**src/rtl/speedmean.sv**
```systemverilog
// speedmean: moving-average filter for the X/Y wind-velocity components.
// Keeps the last 2^MAXLOG {X,Y} samples in a circular buffer and produces
// the mean over the last 2^lg samples, lg = min(spdmeanlen, MAXLOG).
//
// Ports:
//   clock      in   master clock (2 MHz)
//   reset      in   asynchronous active-high reset
//   spdmeanlen in   log2 of averaging length, saturates at MAXLOG
//   inen       in   one-clock strobe, valid input sample
//   speedXin   in   signed X speed, 10 fractional bits
//   speedYin   in   signed Y speed, 10 fractional bits
//   speedX     out  averaged X speed (registered)
//   speedY     out  averaged Y speed (registered)
//   speeden    out  one-clock pulse when speedX/speedY update
//   overrun    out  sticky, set when an inen arrives while busy
//
// Build option: define SPEEDMEAN_ROUND_EN to round the mean half up;
// otherwise the mean is floored (arithmetic shift).
`timescale 1ns/1ps
module speedmean #(
  parameter int MAXLOG = 6
) (
  input  logic               clock,
  input  logic               reset,
  input  logic [3:0]         spdmeanlen,
  input  logic               inen,
  input  logic signed [15:0] speedXin,
  input  logic signed [15:0] speedYin,
  output logic signed [15:0] speedX,
  output logic signed [15:0] speedY,
  output logic               speeden,
  output logic               overrun
);

  localparam int DEPTH = 1 << MAXLOG;
  localparam int SUMW  = 16 + MAXLOG;
  localparam int LGW   = $clog2(MAXLOG + 1);

  localparam logic [3:0]        MAXLOG_LEN = 4'(MAXLOG);
  localparam logic [LGW-1:0]    MAXLOG_LG  = LGW'(MAXLOG);
  localparam logic [LGW-1:0]    LG_ONE     = {{(LGW-1){1'b0}}, 1'b1};
  localparam logic [MAXLOG:0]   LEN_ONE    = {{MAXLOG{1'b0}}, 1'b1};
  localparam logic [MAXLOG-1:0] WPTR_ONE   = {{(MAXLOG-1){1'b0}}, 1'b1};
  localparam logic signed [SUMW-1:0] SUM_ZERO = {SUMW{1'b0}};
  localparam logic signed [SUMW-1:0] SUM_ONE  = {{(SUMW-1){1'b0}}, 1'b1};

  typedef enum logic [1:0] {
    IDLE = 2'd0,
    RD   = 2'd1,
    UPD  = 2'd2,
    OUT  = 2'd3
  } state_t;

  state_t                  state_r;
  logic [LGW-1:0]          lg_r;
  logic [MAXLOG:0]         fill_r;
  logic [MAXLOG-1:0]       wptr_r;
  logic [MAXLOG-1:0]       rd_addr_r;
  logic signed [15:0]      new_x_r;
  logic signed [15:0]      new_y_r;
  logic signed [SUMW-1:0]  sum_x_r;
  logic signed [SUMW-1:0]  sum_y_r;
  logic [31:0]             mem_r [DEPTH];
  logic [31:0]             rdata_r;

  logic [LGW-1:0]          lg_sat_s;
  logic [MAXLOG:0]         len_sat_s;
  logic [MAXLOG:0]         len_s;
  logic                    full_s;
  logic signed [SUMW-1:0]  old_x_s;
  logic signed [SUMW-1:0]  old_y_s;
  logic signed [SUMW-1:0]  upd_x_s;
  logic signed [SUMW-1:0]  upd_y_s;
  logic signed [SUMW-1:0]  rnd_s;
  logic signed [SUMW-1:0]  res_x_s;
  logic signed [SUMW-1:0]  res_y_s;

  // Sign-extend a 16-bit sample to the running-sum width.
  function automatic logic signed [SUMW-1:0] sext16(input logic [15:0] v);
    return {{MAXLOG{v[15]}}, v};
  endfunction

  // Length saturation, window-full test, sum update and output scaling.
  always_comb begin
    lg_sat_s  = (spdmeanlen > MAXLOG_LEN) ? MAXLOG_LG : spdmeanlen[LGW-1:0];
    len_sat_s = LEN_ONE << lg_sat_s;
    len_s     = LEN_ONE << lg_r;
    full_s    = (fill_r == len_s);
    // While filling, the slot L back holds stale data and must not be removed.
    old_x_s   = full_s ? sext16(rdata_r[31:16]) : SUM_ZERO;
    old_y_s   = full_s ? sext16(rdata_r[15:0])  : SUM_ZERO;
    upd_x_s   = sum_x_r + sext16(new_x_r) - old_x_s;
    upd_y_s   = sum_y_r + sext16(new_y_r) - old_y_s;
`ifdef SPEEDMEAN_ROUND_EN
    rnd_s     = (lg_r == {LGW{1'b0}}) ? SUM_ZERO : (SUM_ONE << (lg_r - LG_ONE));
`else
    rnd_s     = SUM_ZERO;
`endif
    res_x_s   = (sum_x_r + rnd_s) >>> lg_r;
    res_y_s   = (sum_y_r + rnd_s) >>> lg_r;
  end

  // Sample buffer: synchronous read in RD, write of the new sample in UPD.
  always_ff @(posedge clock) begin
    if (state_r == UPD) begin
      mem_r[wptr_r] <= {new_x_r, new_y_r};
    end
    if (state_r == RD) begin
      rdata_r <= mem_r[rd_addr_r];
    end
  end

  // Control FSM, running sums, fill/pointer bookkeeping and registered outputs.
  always_ff @(posedge clock or posedge reset) begin
    if (reset) begin
      state_r   <= IDLE;
      lg_r      <= {LGW{1'b0}};
      fill_r    <= {(MAXLOG+1){1'b0}};
      wptr_r    <= {MAXLOG{1'b0}};
      rd_addr_r <= {MAXLOG{1'b0}};
      new_x_r   <= 16'sd0;
      new_y_r   <= 16'sd0;
      sum_x_r   <= SUM_ZERO;
      sum_y_r   <= SUM_ZERO;
      speedX    <= 16'sd0;
      speedY    <= 16'sd0;
      speeden   <= 1'b0;
      overrun   <= 1'b0;
    end else begin
      speeden <= 1'b0;
      if (inen && (state_r != IDLE)) begin
        overrun <= 1'b1;
      end
      case (state_r)
        IDLE: begin
          // Length change flushes the window; wptr and buffer are kept.
          if (lg_sat_s != lg_r) begin
            lg_r    <= lg_sat_s;
            sum_x_r <= SUM_ZERO;
            sum_y_r <= SUM_ZERO;
            fill_r  <= {(MAXLOG+1){1'b0}};
          end
          // Use the new length directly so a coincident sample sees it.
          if (inen) begin
            new_x_r   <= speedXin;
            new_y_r   <= speedYin;
            rd_addr_r <= wptr_r - len_sat_s[MAXLOG-1:0];
            state_r   <= RD;
          end
        end
        RD: begin
          state_r <= UPD;
        end
        UPD: begin
          sum_x_r <= upd_x_s;
          sum_y_r <= upd_y_s;
          wptr_r  <= wptr_r + WPTR_ONE;
          if (!full_s) begin
            fill_r <= fill_r + LEN_ONE;
          end
          state_r <= OUT;
        end
        OUT: begin
          if (full_s) begin
            speedX  <= res_x_s[15:0];
            speedY  <= res_y_s[15:0];
            speeden <= 1'b1;
          end
          state_r <= IDLE;
        end
        default: begin
          state_r <= IDLE;
        end
      endcase
    end
  end

endmodule

```
**config.mk**
```make
export PLATFORM = sky130hd
export DESIGN_NAME = speedmean
export DESIGN_NICKNAME = d
export VERILOG_FILES = /design/src/rtl/speedmean.sv
export SDC_FILE = /design/constraint.sdc
export NUM_CORES = 2
export LEC_CHECK = 0
export ABC_AREA = 1
export BUFFER_PORTS_ARGS = -buffer_cell sky130_fd_sc_hd__buf_2
export CAP_MARGIN = 15
export CORE_UTILIZATION = 63
export DETAILED_ROUTE_END_ITERATION = 8
export PLACE_DENSITY = 0.79
export SETUP_SLACK_MARGIN = 0.2
export SLEW_MARGIN = 20
export SYNTH_ARGS = -nofsm -noshare
export SYNTH_HDL_FRONTEND = slang
export SYNTH_SLANG_ARGS = --single-unit
```
**constraint.sdc**
```tcl
create_clock -name clock -period 6.58 [get_ports clock]
set_input_delay 0.329 -clock clock [delete_from_list [all_inputs] [get_ports clock]]
set_output_delay 0.329 -clock clock [all_outputs]
set_load 0.03 [all_outputs]
```
==> results.ini <==
[clock_tree]
htree_levels = 4
cts_tree = built
clk_latency_ns = 0.85
clockRootBuffer = clkbuf_16
cts_max_path_buffers = 3
numCtsBuffers = 211
ctsResizeCount = 0
post_cts_buffers = 0
clock-sinks = 2214
cts.clk_slew.worst_paths_ns = 0.06

[timing]
maxSlewViolCount = 0
tightest_slew_ns = 1.23
maxSlewHeadroom_pct = 18.0
hold_viol_final = 0
fin_crit_sh_pct = 74.2
fmax_mhz = 205
period_needed_ns = 4.88
rsz0062_at_grt = false
finalSetupTns_ns = 0
setup_viol = 0
finalClockSkew_ns = 0.0750

[detailed_routing]
drc = 0
wl_mm = 272
dr.first_iter.drc_count = 9656
vias = 66900
detail-route-antenna-nets = 0
routedWlPerCell_um = 25.6
drtPass1Iterations = 6
via_per_inst = 6.31

[final_layout]
fillers = 10100
multi_input_area_sq_um = 25400
regArea_sq_um = 65900
syn_to_final_growth_pct = 9.96
final_util_pct = 70.0
final_cell_mix = 2908 x nand2_1, 2080 x edfxtp_1, 1999 x nand3_1, 342 x inv_1, 216 x clkbuf_16
drive_above_1_share_pct = 7.39
layout_commonest_cell = nand2_1
finalNetCount = 8643

[global_routing]
grt_overflow = 0
grtUsageTotal_pct = 35.6
grt_pass1_wl_mm = 398
first_global_vias = 63800
antenna_found_initial = 6
grt_max_degree = 205

[power_and_ir_drop]
ir_drop_mv = 0.386
powerDensity_nw_per_um2 = 526
p_leak_nw = 39.0

[setup_path]
start_kind = flip-flop
end_kind = flip-flop
worstSetupPathType = flip-flop to flip-flop
cp_max_fo = 47
cp_data_arrival_time_ns = 5.59
required_ns = 7.29

[placement]
place_hpwl_mm = 148
gp_congestion = 0.915
io_buffers = 72

[synth]
synthFlopType = edfxtp_1
synth-async-reset-ratio_pct = 6.05
synth_nets = 8671
yosys_warnings = 0
syn_inst = 8532
synth_cell_types = 46
ys_ff_latch = 2214
ys_seq_area_share_pct = 69.8
syn-cell-area_sq_um = 94300
avgSynthCellArea_sq_um = 11.1
synth_edf_count = 2080

[die]
rows = 141
core_area_sq_um = 148000
die_area_sq_um = 151000
dieHeight_um = 389
initial_core_util_pct = 63.7
die_width_um = 389
io_pins = 73

[min_path]
hold_class = primary input to flip-flop

[status]
outcome = finished clean

[run]
drv_cap = 0

-- per-stage QoR --
| stage | power [mW] | hold WS (ns) | instances | instance area [sq um] | worst slack [ns] |
|---|---|---|---|---|---|
| CTS | 54.0 | 0.0205 | 10600 | 104000 | 1.69 |
| finish | 54.5 | 0.0810 | 10600 | 104000 | 1.70 |
| detailed placement | 42.3 | 0.449 | 10200 | 96800 | 1.71 |
| floorplan | 34.2 | 0.439 | 8532 | 94300 | 1.89 |
| global route | 57.1 | 0.0453 | 10600 | 104000 | 1.19 |
| global placement | 42.0 | 0.448 | 10200 | 96800 | 1.78 |
-- worst paths after layout --
check | startpoint | endpoint | slack [ns] | cells after the start
max in group asynchronous | reset | rd_addr_r[0]$_DFFE_PP0P_ | 4.85 | 4
min | spdmeanlen[2] | lg_r[2]$_DFFE_PP0P_ | 0.08 | 3
max | lg_r[0]$_DFFE_PP0P_ | sum_y_r[17]$_DFFE_PP0P_ | 1.70 | 20
max reg2reg | lg_r[0]$_DFFE_PP0P_ | sum_y_r[17]$_DFFE_PP0P_ | 1.70 | 20
min reg2reg | overrun$_DFFE_PP0P_ | overrun$_DFFE_PP0P_ | 0.46 | 1
min in group asynchronous | reset | speedX[3]$_DFFE_PP0P_ | 0.22 | 3
-- metal layers --
metal | track usage [%] | up-vias | share of wire (%)
met3 | 7.42 | 740 | 13
li1 | - | 29400 | -
met4 | 16.5 | 2 | 5.0
met2 | 55.2 | 4814 | 46
met1 | 48.9 | 31900 | 36
met5 | 0 | - | 0.0048
-- critical path, stage by stage, from the launching register on --
cell     delay (ns)
dfrtp_2        0.88
inv_2          0.23
nor2_8         0.20
nand2_1        0.07
nand2_1        0.07
nand2_1        0.08
a21oi_4        0.18
nand3_2        0.50
nor2_1         0.77
fa_1           0.54
inv_1          0.09
ha_1           0.24
nand2_1        0.14
nor2_1         0.15
inv_1          0.08
nor3_1         0.13
nand2_1        0.15
nand2_1        0.09
nand2_1        0.05
nand3_1        0.06
nand2_1        0.06
-- kinds of logic after synthesis --
| kind of cell | share of synthesized area [%] |
|---|---|
| multiplexers | 0.0106 |
| XOR/XNOR | 0.297 |
| adder cells (fa/ha/maj) | 1.67 |
| buffers and inverters | 3.87 |
| flip-flops | 69.8 |
| AND/OR/NAND/NOR | 23.3 |
| AO/OA/AOI/OAI | 1.09 |
-- power by group --
group / internal, mW / total (mW) / switching, mW
clock network: 6.46 / 11.7 / 5.26
logic: 6.10 / 23.8 / 17.7
registers: 18.3 / 19.0 / 0.734
total: 30.8 / 54.5 / 23.7
-- synthesized netlist by cell type (7+ instances only) --
cell	number	area [sq um]
a21oi_1	31	155
buf_1	80	300
buf_2	280	1400
buf_4	17	128
clkbuf_1	124	465
dfrtp_1	134	3350
edfxtp_1	2080	62500
fa_1	43	861
ha_1	57	713
inv_1	345	1290
nand2_1	2909	10900
nand3_1	1999	10000
nand3b_1	14	105
nand4_1	13	81.3
nor2_1	165	619
nor3_1	11	55.1
o211ai_1	7	52.6
o21ai_0	137	686
xnor2_1	7	61.3
xor2_1	25	219
-- final cells by class --
type                       instances  share of cell area (%)
tap                             1930                    2.33
inverter                         352                    1.30
antenna                            1                 0.00241
multi-input combinational       5461                    24.4
timing repair buffer             264                    2.07
clock buffer                     268                    5.41
sequential                      2214                    63.5
clock inverter                   117                   0.950
-- timing repair --
item                                    4_1_cts  5_1_grt
hold buffers                                 37        0
hold endpoints to repair                    117        0
endpoints found under the setup margin        0        0
-- flip-flops by register name, indices dropped and copies added (netlist names), 16 cells and up --
name     flops
speedX      16
mem_r     2048
rdata_r     32
sum_x_r     22
speedY      16
new_y_r     16
sum_y_r     22
new_x_r     16
(Power assumes the default switching activity.)
